$ cat src/rtl/if_stage_pkg.sv
// Shared encodings for the instruction-fetch stage: hazard/IFID op codes,
// next-PC select codes, fetch FSM states and the bubble instruction word.
package if_stage_pkg;

   localparam logic [1:0] IFOP_NORMAL = 2'd0;
   localparam logic [1:0] IFOP_FLUSH  = 2'd1;
   localparam logic [1:0] IFOP_STALL  = 2'd2;

   localparam logic [1:0] PCSRC_SEQ = 2'd0;
   localparam logic [1:0] PCSRC_BR  = 2'd1;
   localparam logic [1:0] PCSRC_J   = 2'd2;
   localparam logic [1:0] PCSRC_JR  = 2'd3;

   localparam logic [31:0] NOP_WORD = 32'h0000_0000;

   typedef enum logic [1:0] {
      S_REQ  = 2'd0,
      S_DROP = 2'd1,
      S_FULL = 2'd2
   } fetch_state_t;

endpackage

$ cat src/rtl/if_stage_if.sv
// Instruction-memory req/ack port; the fetch stage is master, memory is slave.
interface if_stage_if;
   logic        imem_req;
   logic [31:0] imem_addr;
   logic        imem_ack;
   logic [31:0] imem_rdata;

   modport master (output imem_req, output imem_addr, input imem_ack, input imem_rdata);
   modport slave  (input imem_req, input imem_addr, output imem_ack, output imem_rdata);
endinterface

$ cat src/rtl/if_stage_next_pc.sv
// Redirect decode and target mux for the fetch stage. With IF_EXC_EN defined,
// also flags redirect targets that are not word aligned.
module if_next_pc
   import if_stage_pkg::*;
(
   input  logic [1:0]  pc_src,
   input  logic        comp_true,
   input  logic [31:0] branch_pc,
   input  logic [31:0] j_pc,
   input  logic [31:0] jr_pc,
   output logic        redirect,
   output logic [31:0] target,
   output logic        misaligned
);

   always_comb begin
      redirect = 1'b0;
      target   = branch_pc;
      case (pc_src)
         PCSRC_BR: begin
            redirect = comp_true;
            target   = branch_pc;
         end
         PCSRC_J: begin
            redirect = 1'b1;
            target   = j_pc;
         end
         PCSRC_JR: begin
            redirect = 1'b1;
            target   = jr_pc;
         end
         default: begin
            redirect = 1'b0;
            target   = branch_pc;
         end
      endcase
   end

`ifdef IF_EXC_EN
   assign misaligned = redirect && (target[1:0] != 2'b00);
`else
   assign misaligned = 1'b0;
`endif

endmodule

$ cat src/rtl/if_stage.sv
// MIPS instruction-fetch stage: PC, variable-latency imem fetch FSM, skid
// buffer and IF/ID register. Optional misaligned-redirect trap via IF_EXC_EN.
//
// state  | meaning
// S_REQ  | request outstanding at PC, data usable when ack arrives
// S_DROP | request to a stale address outstanding, its data is discarded
// S_FULL | no request, one fetched instruction for PC held in buf_instr
module if_stage
   import if_stage_pkg::*;
#(
   parameter logic [31:0] RESET_PC   = 32'h0000_0000,
   parameter logic [31:0] NOP_INSTR  = NOP_WORD,
   parameter logic [31:0] EXC_VECTOR = 32'h8000_0004
)(
   input  logic              clk,
   input  logic              reset_n,
   input  logic [1:0]        IFIDop,
   input  logic [1:0]        PCSrc,
   input  logic              comp_true,
   input  logic [31:0]       branchPC,
   input  logic [31:0]       jPC,
   input  logic [31:0]       jrPC,
   if_stage_if.master        imem,
   output logic [31:0]       IFID_PCplus4,
   output logic [31:0]       IFID_Instruction,
   output logic              fetch_pending,
   output logic              if_exception
);

   fetch_state_t state;
   logic [31:0]  pc;
   logic [31:0]  addr_q;
   logic [31:0]  buf_instr;

   logic         redirect;
   logic         misaligned;
   logic [31:0]  target;
   logic [31:0]  redir_pc;
   logic         stall;
   logic         take_redirect;
   logic         avail;
   logic [31:0]  instr;
   logic [31:0]  pc_plus4;

   if_next_pc u_next_pc (
      .pc_src     (PCSrc),
      .comp_true  (comp_true),
      .branch_pc  (branchPC),
      .j_pc       (jPC),
      .jr_pc      (jrPC),
      .redirect   (redirect),
      .target     (target),
      .misaligned (misaligned)
   );

   assign stall         = IFIDop[1];
   assign take_redirect = redirect && !stall;
   assign redir_pc      = misaligned ? EXC_VECTOR : target;
   assign avail         = ((state == S_REQ) && imem.imem_ack) || (state == S_FULL);
   assign instr         = (state == S_FULL) ? buf_instr : imem.imem_rdata;
   assign pc_plus4      = pc + 32'd4;

   // addr_q only moves when a new request starts, so it is stable under req
   assign imem.imem_req  = (state != S_FULL);
   assign imem.imem_addr = addr_q;
   assign fetch_pending  = (state == S_REQ) || (state == S_DROP);

   always_ff @(posedge clk or negedge reset_n) begin
      if (!reset_n) begin
         state            <= S_REQ;
         pc               <= RESET_PC;
         addr_q           <= RESET_PC;
         buf_instr        <= NOP_INSTR;
         IFID_PCplus4     <= '0;
         IFID_Instruction <= NOP_INSTR;
         if_exception     <= 1'b0;
      end else begin
         if_exception <= take_redirect && misaligned;
         if (take_redirect) begin
            pc               <= redir_pc;
            IFID_PCplus4     <= '0;
            IFID_Instruction <= NOP_INSTR;
            // an outstanding request cannot be aborted; wait out its ack
            if ((state != S_FULL) && !imem.imem_ack) begin
               state <= S_DROP;
            end else begin
               state  <= S_REQ;
               addr_q <= redir_pc;
            end
         end else if ((IFIDop == IFOP_NORMAL) && avail) begin
            IFID_PCplus4     <= pc_plus4;
            IFID_Instruction <= instr;
            pc               <= pc_plus4;
            addr_q           <= pc_plus4;
            state            <= S_REQ;
         end else begin
            if (!stall) begin
               IFID_PCplus4     <= '0;
               IFID_Instruction <= NOP_INSTR;
            end
            if ((state == S_REQ) && imem.imem_ack) begin
               buf_instr <= imem.imem_rdata;
               state     <= S_FULL;
            end else if ((state == S_DROP) && imem.imem_ack) begin
               state  <= S_REQ;
               addr_q <= pc;
            end
         end
      end
   end

endmodule

$ cat src/flat_wrapper.sv
// flat-port wrapper written by rule: the top's interface ports become plain ports
module if_stage_flat import if_stage_pkg::*;
#(
   parameter logic [31:0] RESET_PC   = 32'h0000_0000,
   parameter logic [31:0] NOP_INSTR  = NOP_WORD,
   parameter logic [31:0] EXC_VECTOR = 32'h8000_0004
)
  (clk, reset_n, IFIDop, PCSrc, comp_true, branchPC, jPC, jrPC, IFID_PCplus4, IFID_Instruction, fetch_pending, if_exception, imem_imem_req, imem_imem_addr, imem_imem_ack, imem_imem_rdata);
  if_stage_if imem_i ();
  input  logic clk;
  input  logic reset_n;
  input  logic [1:0] IFIDop;
  input  logic [1:0] PCSrc;
  input  logic comp_true;
  input  logic [31:0] branchPC;
  input  logic [31:0] jPC;
  input  logic [31:0] jrPC;
  output logic [31:0] IFID_PCplus4;
  output logic [31:0] IFID_Instruction;
  output logic fetch_pending;
  output logic if_exception;
  output wire logic [$bits(imem_i.imem_req)-1:0] imem_imem_req;
  output wire logic [$bits(imem_i.imem_addr)-1:0] imem_imem_addr;
  input wire logic [$bits(imem_i.imem_ack)-1:0] imem_imem_ack;
  input wire logic [$bits(imem_i.imem_rdata)-1:0] imem_imem_rdata;
  assign imem_imem_req = imem_i.imem_req;
  assign imem_imem_addr = imem_i.imem_addr;
  assign imem_i.imem_ack = imem_imem_ack;
  assign imem_i.imem_rdata = imem_imem_rdata;
  if_stage #(.RESET_PC(RESET_PC), .NOP_INSTR(NOP_INSTR), .EXC_VECTOR(EXC_VECTOR)) u_core (.clk(clk), .reset_n(reset_n), .IFIDop(IFIDop), .PCSrc(PCSrc), .comp_true(comp_true), .branchPC(branchPC), .jPC(jPC), .jrPC(jrPC), .imem(imem_i), .IFID_PCplus4(IFID_PCplus4), .IFID_Instruction(IFID_Instruction), .fetch_pending(fetch_pending), .if_exception(if_exception));
endmodule
$ cat config.mk
export PLATFORM = sky130hd
export DESIGN_NAME = if_stage_flat
export DESIGN_NICKNAME = d
export VERILOG_FILES = /design/src/rtl/if_stage_pkg.sv /design/src/rtl/if_stage_if.sv /design/src/rtl/if_stage_next_pc.sv /design/src/rtl/if_stage.sv /design/src/flat_wrapper.sv
export SDC_FILE = /design/constraint.sdc
export NUM_CORES = 1
export LEC_CHECK = 0
export CAP_MARGIN = 5
export CORE_MARGIN = 3
export CORE_UTILIZATION = 52
export DETAILED_ROUTE_END_ITERATION = 8
export PLACE_DENSITY = 0.95
export SKIP_LAST_GASP = 1
export SYNTH_ARGS = -nofsm -noshare
export SYNTH_HDL_FRONTEND = slang
export SYNTH_SLANG_ARGS = --single-unit
$ cat constraint.sdc
create_clock -name clk -period 4.9 [get_ports clk]
set_clock_uncertainty 0.2 [all_clocks]
set_input_delay 0.735 -clock clk [delete_from_list [all_inputs] [get_ports clk]]
set_output_delay 0.735 -clock clk [all_outputs]
set_load 0.05 [all_outputs]
==> impl_metrics.py <==
metrics = {
    "outcome": {
        "outcome": "finished, final reports clean",
    },
    "clocking": {
        "cts_root_buffer": "clkbuf_16",
        "clock_latency_ns": 0.43,
        "cts_tree": "done",
        "cts.clk_slew.worst_paths_ns": 0.07,
        "cts.repair.resized": 0,
        "max-clock-path-buffers": 2,
        "postCtsHoldBufs": 0,
        "numCtsBuffers": 17,
        "cts_sinks": 162,
        "cts_htree_levels": 4,
        "cts_setup_buffers": 0,
    },
    "die": {
        "core_mm2": 0.0149,
        "chipWidth_um": 131,
        "initial_utilization_pct": 54.4,
        "dieArea_mm2": 0.0171,
        "rows": 44,
        "die_y_um": 131,
        "num_io_pins": 235,
    },
    "detailed_routing": {
        "final_antenna_net_count": 0,
        "drc_errors": 0,
        "wl_um": 24800,
        "vias": 7266,
        "vias_per_cell": 6.07,
        "dr.pass1.iters": 6,
        "wl_per_cell_um": 20.7,
        "first_iter_violations": 798,
    },
    "place": {
        "globalplace.congestion": 0.964,
        "post-dp-hpwl_um": 17300,
        "port_buffers": 233,
        "dp.cells": 1166,
    },
    "timing": {
        "setup_viol": 0,
        "fmax_ghz": 0.300,
        "rsz0062_at_grt": "no",
        "finalCritPeriodShare_pct": 68.0,
        "setup_tns_ns": 0,
        "post-route-min-period_ns": 3.33,
        "drv_slew": 0,
        "hold_viol": 0,
        "worst_pin_slew_ns": 1.26,
        "relSlewSlack_pct": 15.0,
    },
    "run": {
        "maxCapViolations": 0,
    },
    "synthesis": {
        "synth.avg_cell_area_um2": 10.2,
        "ys_types": 56,
        "synth_edf_count": 0,
        "ys_warn_count": 0,
        "syn_area_mm2": 0.00808,
        "netlist_instances": 796,
        "ys_seq_area_share_pct": 50.1,
        "ys_top_cells_by_count": "162 x dfrtp_1, 113 x nand2_1, 88 x o21ai_0",
        "yosysTopAreaCell": "dfrtp_1",
        "async_flop_share_pct": 100,
        "synth-seq-cells": 162,
        "syn-num-nets": 934,
        "synthMostInstantiatedCell": "dfrtp_1",
        "yosys_most_used_dff": "dfrtp_1",
        "synth_top_area_share_pct": 50.1,
        "netlist_top_cells_area": "dfrtp_1 50%, mux2i_1 7.8%, mux2_2 7.7%, o21ai_0 5.4%, nand2_1 5.2%",
    },
    "power": {
        "ir_drop_v": 0.000291,
        "p_leak_uw": 0.00467,
        "powerDensity_mw_per_mm2": 452,
    },
    "global_route": {
        "grt_pass1_vias": 7192,
        "gr-usage-all-layers_pct": 29.4,
        "antenna_found_initial": 0,
        "gr-total-overflow": 0,
        "grt_max_degree": 101,
        "grt_pass1_wl_um": 38700,
    },
    "critical_path": {
        "start_kind": "register",
        "rrSetupSlack_ns": 1.68,
        "crit_type": "reg -> out",
        "path_cells": "inv_1 > nor2_4 > buf_4 > inv_1 > clkdlybuf4s50_1",
        "crit_path_frequent_cell": "inv_1",
        "crit_arrival_ns": 2.40,
        "endpoint_kind": "output port",
        "crit_path_top_delay_cell": "clkdlybuf4s50_1",
        "path_buf_inv": 4,
        "critPathMaxStageDelay_ns": 0.71,
        "crit_required_ns": 3.96,
        "cp_top_family": "buffers and inverters",
        "worst-path-max-fanout": 33,
    },
    "layout": {
        "final_layout_size_suffix_gt1_share_pct": 11.3,
        "diodes": 0,
        "area_growth_pct": 38.5,
        "instances_no_fill": 1198,
        "fin_nets": 1139,
    },
    "min_path": {
        "hold_path_class": "in -> async",
    },
}
[worst reg2reg max path, stage by stage (launching register included)]
cell	delay [ns]
dfrtp_1	0.42
ha_1	0.25
nand3_1	0.30
nor4_2	1.03
a41oi_1	0.20
o21ai_0	0.47
a31oi_1	0.17
[cells by family after synthesis]
kind of cell | after synthesis | synth area share (%)
other cells | 1 | 0.0464
flops | 162 | 50.1
buf+inv | 72 | 3.56
mux | 119 | 15.6
simple gates | 234 | 13.4
xor+xnor | 29 | 3.14
compound gates | 177 | 13.8
fa+ha+maj | 2 | 0.310
[layout by cell type, fill, tap and decap left out, drive strengths merged, types with 16 or more instances in the layout]
cell type / count
clkdlybuf4s50: 229
dfrtp: 162
nand2: 113
o21ai: 88
mux2i: 63
mux2: 56
nor2: 48
clkbuf: 20
xnor2: 19
buf: 18
a31oi: 16
[power by group]
| part | switching (uW) | internal (uW) |
|---|---|---|
| Sequential | 244 | 1630 |
| Clock | 551 | 985 |
| Combinational | 983 | 669 |
[through the flow]
step	setup slack (ns)	power [uW]	hold slack [ns]	area [um2]	util, %
2_1_floorplan	2.10	2890	0.239	8080	-
3_3_place_gp	1.36	3470	0.266	10500	70.7
3_5_place_dp	1.25	3520	0.273	10500	70.7
4_1_cts	1.57	5060	0.241	11200	75.3
5_1_grt	1.43	5260	0.262	11200	75.3
6_report	1.57	5060	0.184	11200	75.3
[worst paths after layout]
path / startpoint / end / cells past startpoint
min: reset_n / u_core.IFID_PCplus4[12] / 1
min in group clk: u_core.IFID_Instruction[26] / u_core.IFID_Instruction[26] / 2
max in group asynchronous: reset_n / u_core.buf_instr[24] / 2
max: u_core.state[1] / imem_imem_req / 5
min reg2reg: u_core.IFID_Instruction[26] / u_core.IFID_Instruction[26] / 2
max reg2reg: u_core.pc[2] / u_core.imem.imem_addr[26] / 6
[layer usage]
layer	up-vias	global-route usage [%]	wire length, um
li1	3257	-	-
met2	402	46.5	11900
met3	82	7.60	2090
met5	-	0	0
met1	3525	38.9	9800
met4	0	12.2	1000
[final cells by class]
type | count | area [um2]
fillers | 983 | 3670
flip-flops and latches | 162 | 4050
clock buffers | 20 | 457
well taps | 184 | 230
multi-input cells | 562 | 3760
clock inverters | 12 | 228
repair buffers | 247 | 2420
inverters | 11 | 41.3
[state kept, by name (all words and copies together) (netlist names)]
signal / cells
u_core.pc: 32
u_core.buf_instr: 32
u_core.IFID_PCplus4: 32
u_core.state: 2
u_core.IFID_Instruction: 32
u_core.imem.imem_addr: 32
No activity file was read; power rests on OpenSTA's default activity.
